`config.mk`:
```
export PLATFORM = sky130hd
export DESIGN_NAME = square_period_detector
export DESIGN_NICKNAME = d
export VERILOG_FILES = /design/src/rtl/square_period_detector_pkg.sv /design/src/rtl/square_period_detector_edge_sync.sv /design/src/rtl/square_period_detector.sv
export SDC_FILE = /design/constraint.sdc
export NUM_CORES = 1
export LEC_CHECK = 0
export CORE_MARGIN = 1.5
export CORE_UTILIZATION = 56
export DETAILED_ROUTE_END_ITERATION = 8
export PLACE_DENSITY = 0.84
export SLEW_MARGIN = 20
export SYNTH_ARGS = -nofsm -noshare
export SYNTH_HDL_FRONTEND = slang
export SYNTH_HIERARCHICAL = 1
export SYNTH_SLANG_ARGS = --single-unit
export TNS_END_PERCENT = 5
```
`constraint.sdc`:
```
create_clock -name clk_i -period 3.4 [get_ports clk_i]
set_clock_uncertainty 0.15 [all_clocks]
set_input_delay 0.68 -clock clk_i [delete_from_list [all_inputs] [get_ports clk_i]]
set_output_delay 0.68 -clock clk_i [all_outputs]
set_load 0.05 [all_outputs]
```
`src/rtl/square_period_detector_pkg.sv`:
```
// Shared definitions for square-wave analysis blocks: FSM state encodings and helpers.
package square_period_detector_pkg;

    // Detector phase: no phase reference yet, or measuring half-periods.
    typedef enum logic [0:0] {
        StIdle    = 1'b0,
        StMeasure = 1'b1
    } state_e;

    // All-ones value of a counter of the given width (width must be below 32).
    function automatic logic [31:0] sat_max(input int unsigned width);
        return (32'h1 << width) - 32'h1;
    endfunction

    // Unsigned distance between two values, larger minus smaller, so it never wraps.
    function automatic logic [31:0] abs_diff(input logic [31:0] a, input logic [31:0] b);
        return (a > b) ? (a - b) : (b - a);
    endfunction

endpackage

```
`src/rtl/square_period_detector_edge_sync.sv`:
```
// Two-flop level capture of a 1-bit threshold decision with edge and polarity outputs.
module square_period_detector_edge_sync (
    input  logic clk_i,
    input  logic rst_ni,
    input  logic level_i,
    output logic edge_o,
    output logic level_o
);

    logic s1_q;
    logic s2_q;

    // Capture the level, then delay it one more cycle for edge detection.
    always_ff @(posedge clk_i or negedge rst_ni) begin
        if (!rst_ni) begin
            s1_q <= 1'b0;
            s2_q <= 1'b0;
        end else begin
            s1_q <= level_i;
            s2_q <= s1_q;
        end
    end

    // Both polarities count as an edge.
    assign edge_o  = s1_q ^ s2_q;
    assign level_o = s1_q;

endmodule

```
`src/rtl/square_period_detector.sv`:
```
// Measures half-periods of a square-wave sample stream, tracks stability and flags tone loss.
module square_period_detector
    import square_period_detector_pkg::*;
#(
    parameter int unsigned ResolutionBits = 8,
    parameter int unsigned CounterWidth   = 8,
    parameter int unsigned LockCount      = 3,
    parameter int unsigned Tolerance      = 1
) (
    input  logic                      clk_i,
    input  logic                      rst_ni,
    input  logic [ResolutionBits-1:0] sample_in_i,
    output logic [CounterWidth-1:0]   freq_out_o,
    output logic                      freq_valid_o,
    output logic                      locked_o,
    output logic                      timeout_o
);

    localparam logic [CounterWidth-1:0] CntMax  = CounterWidth'(sat_max(CounterWidth));
    localparam logic [3:0]              LockCnt = 4'(LockCount);

    state_e                  state_q;
    logic [CounterWidth-1:0] cnt_q;
    logic [CounterWidth-1:0] cnt_d;
    logic [CounterWidth-1:0] prev_q;
    logic                    have_prev_q;
    logic [3:0]              match_cnt_q;
    logic [3:0]              match_cnt_d;
    logic [CounterWidth-1:0] freq_q;
    logic                    valid_q;
    logic                    locked_q;
    logic                    timeout_q;

    logic edge_det;
    logic level;
    logic is_match;
    logic unused_bits;

    square_period_detector_edge_sync u_edge_sync (
        .clk_i   (clk_i),
        .rst_ni  (rst_ni),
        .level_i (sample_in_i[ResolutionBits-1]),
        .edge_o  (edge_det),
        .level_o (level)
    );

    // Only the MSB drives detection; the rest of the sample and the polarity are unused here.
    assign unused_bits = ^{sample_in_i, level};

    // Saturating counter increment, match test and saturating match-count increment.
    always_comb begin
        cnt_d       = (cnt_q == CntMax) ? cnt_q : cnt_q + 1'b1;
        is_match    = abs_diff(32'(cnt_q), 32'(prev_q)) <= 32'(Tolerance);
        match_cnt_d = (match_cnt_q >= LockCnt) ? LockCnt : match_cnt_q + 4'd1;
    end

    // Measurement FSM with period counter and registered outputs.
    always_ff @(posedge clk_i or negedge rst_ni) begin
        if (!rst_ni) begin
            state_q     <= StIdle;
            cnt_q       <= '0;
            prev_q      <= '0;
            have_prev_q <= 1'b0;
            match_cnt_q <= 4'd0;
            freq_q      <= '0;
            valid_q     <= 1'b0;
            locked_q    <= 1'b0;
            timeout_q   <= 1'b0;
        end else begin
            valid_q   <= 1'b0;
            timeout_q <= 1'b0;
            cnt_q     <= edge_det ? '0 : cnt_d;
            unique case (state_q)
                StIdle: begin
                    // First edge is a phase reference only.
                    if (edge_det) begin
                        state_q     <= StMeasure;
                        have_prev_q <= 1'b0;
                    end
                end
                StMeasure: begin
                    if (edge_det) begin
                        // Edge wins over saturation, so all-ones can be published.
                        freq_q      <= cnt_q;
                        valid_q     <= 1'b1;
                        prev_q      <= cnt_q;
                        have_prev_q <= 1'b1;
                        if (have_prev_q) begin
                            if (is_match) begin
                                match_cnt_q <= match_cnt_d;
                                locked_q    <= (match_cnt_d == LockCnt);
                            end else begin
                                match_cnt_q <= 4'd0;
                                locked_q    <= 1'b0;
                            end
                        end
                    end else if (cnt_q == CntMax) begin
                        state_q     <= StIdle;
                        timeout_q   <= 1'b1;
                        locked_q    <= 1'b0;
                        match_cnt_q <= 4'd0;
                        have_prev_q <= 1'b0;
                    end
                end
                default: state_q <= StIdle;
            endcase
        end
    end

    assign freq_out_o   = freq_q;
    assign freq_valid_o = valid_q;
    assign locked_o     = locked_q;
    assign timeout_o    = timeout_q;

endmodule
```
==> reports/results.ini <==
[cts]
clock_sinks = 27
cts_resized = 0
clkLatencyLatePin_ns = 0.32
post-cts-setup-buffer-count = 0
tritoncts = done
cts-root-buf = clkbuf_4
numCtsBuffers = 3
path_clk_slew_ns = 0.15
clk_path_buf_depth = 2
h-tree-depth = 1
hold_buffers = 0

[global_routing]
grt_overflow = 0
grt_pass1_vias = 1436
grt_max_degree = 28
grt_usage_pct = 22.0
grt_first_pass_wirelength_um = 6290
antenna_found_initial = 0

[timing]
rsz0062_at_grt = no
max_freq_ghz = 0.345
hold_violations = 0
period_minus_slack_ns = 2.90
drv_slew = 0
maxSlewHeadroom_pct = 65.7
max_slew.worst_pin.slew_ns = 0.513
setup_tns_ns = 0
setup_viol_count_final = 0
worst_slack_ns = 0.501
finalCritPeriodShare_pct = 85.3

[pwr]
power_density_nw_per_um2 = 441
ir_drop_mv = 0.221
leakagePower_nw = 0.942

[floorplan]
die_area_sq_um = 3830
start_util_pct = 58.2
die_w_um = 61.9
ios = 21
rows = 21
fp.coreArea_sq_um = 3340
fp.dieH_um = 61.9

[logic_synthesis]
synth_common_cells = 27 x dfrtp_1, 24 x inv_1, 20 x nand2_1, 20 x nor2_1, 18 x ha_1
synth_cells = 226
ys_top_cells_by_area = dfrtp_1 35%, ha_1 12%, inv_1 4.6%, o21ai_0 4.1%, nand2_1 3.9%
yosys_warnings = 6
synth.distinct_cells = 45
synth_area_leader_cell = dfrtp_1
synth_top_area_share_pct = 34.8
async_flop_share_pct = 100
ys.flop_type = dfrtp_1
synthesis.nets = 256
synth.most_common_cell = dfrtp_1
synth_edf_count = 0
synth_area_sq_um = 1940
yosysSeqAreaShare_pct = 34.8
syn_avg_cell_area_sq_um = 8.59
synth-seq-cells = 27

[placed_design]
pre_cts_ws_ns = 0.529
port_buffers = 13
place_congestion = 0.871
dpl.hpwl_um = 2930

[worst_setup_path]
cp_max_fo = 5
cp_top_family = compound AO/OA/AOI/OAI gates
arrival_ns = 3.02
worstSetupPathType = flip-flop to flip-flop
crit_required_ns = 3.52
crit_slowest_cell = dfrtp_1
cp_cell_sequence = inv_1 -> ha_1 -> fa_1 -> nand2b_1 -> a21oi_1 -> a21boi_0 -> o2111ai_1 -> a211oi_1 -> a311oi_1 -> a211oi_2 -> a22o_1
max_stage_delay_ns = 0.46
end_kind = flip-flop
cp-start-kind = flip-flop
cp_num_buf_inv = 1

[final_layout]
diodes = 0
syn_to_final_growth_pct = 9.92
layout-drive-gt1-share_pct = 5.88
fin_nets = 269

[routing]
final_antenna_net_count = 0
drtPass1Iterations = 4
drcViolationCount = 0
totalWireLength_um = 3820
wl_per_cell_um = 13.5
vias = 1600
via_per_inst = 5.63
drt_iter0_drc = 75

[job]
cap_violations = 0

[outcome]
run_status = finished, final reports clean

[hold_path]
min_path_type = flip-flop to flip-flop

[final cells by class]
| class | count | area, sq um |
|---|---|---|
| clock buffer | 3 | 22.5 |
| clock inverter | 1 | 7.51 |
| fill | 286 | 1200 |
| inverter | 24 | 90.1 |
| multi-input combinational | 168 | 1140 |
| sequential | 27 | 676 |
| tap | 46 | 57.6 |
| timing repair buffer | 15 | 145 |
[power by group]
part	leakage [nW]	switching [mW]	total, mW	internal (mW)
registers	0.357	0.0237	0.363	0.339
logic	0.571	0.246	0.440	0.194
clock network	0.0139	0.0926	0.137	0.0449
total	0.942	0.362	0.941	0.578
[path summary, 6_finish.rpt]
check	startpoint	end	slack, ns	cells past startpoint
worst max register to register	cnt_q[0]	match_cnt_q[1]	0.50	11
worst min-delay path	u_edge_sync/level_o	u_edge_sync/s2_q	0.27	0
max in group asynchronous	rst_ni	cnt_q[3]	2.29	2
min in group asynchronous	rst_ni	match_cnt_q[1]	0.55	2
worst min register to register	u_edge_sync/level_o	u_edge_sync/s2_q	0.27	0
worst max-delay path	cnt_q[0]	match_cnt_q[1]	0.50	11
[state kept, by name, indices dropped and copies added, names as in the netlist]
name / cells
match_cnt_q: 4
freq_out_o: 8
state_q: 1
cnt_q: 8
u_edge_sync/s2_q: 1
u_edge_sync/level_o: 1
have_prev_q: 1
freq_valid_o: 1
locked_o: 1
timeout_o: 1
[cell usage in the layout (no fill, tap or decap), types with 2 or more instances in the layout]
cell,n
nand2b_1,5
nor4_1,2
ha_1,18
xor2_1,2
clkbuf_4,3
o21ai_1,2
nand3_2,2
buf_4,2
nor2b_1,3
nand2_1,20
nor3_1,6
o32a_1,2
or2_2,2
nor2_1,20
a21o_1,3
a31oi_1,2
fa_1,2
and2_1,2
a21oi_1,13
nand3_1,12
nand4_1,2
clkdlybuf4s50_1,13
a21boi_0,2
a22o_1,3
dfrtp_1,27
o21a_1,3
o21ai_0,16
a211o_1,2
inv_1,24
o211ai_1,2
a211oi_1,3
xnor2_1,5
[metal layers]
metal | track usage [%] | routed length, um
met5 | 0 | 0
met4 | 4.56 | 24
met3 | 2.48 | 143
met2 | 36.1 | 1820
met1 | 31.6 | 1830
[cells by family after synthesis]
kind of cell	Yosys count	share of synthesized area (%)
AOI/OAI and AO/OA	60	21.0
buffers and inverters	31	6.70
xor gates and xnor gates	7	3.16
adders and majority gates	20	13.7
DFF	27	34.8
and+or+nand+nor	81	20.7
[metrics by stage]
stage               utilization (%)  instances  total power [mW]  area, sq um  hold slack, ns
floorplan                         -        226             0.713         1940           0.222
global placement               63.1        280             0.793         2100           0.229
detailed placement             63.1        280             0.806         2100           0.233
CTS                            64.0        284             0.948         2130           0.269
global route                   64.0        284              1.01         2130           0.282
finish                         64.0        284             0.941         2130           0.270
Power figures use the tool's default switching activity.
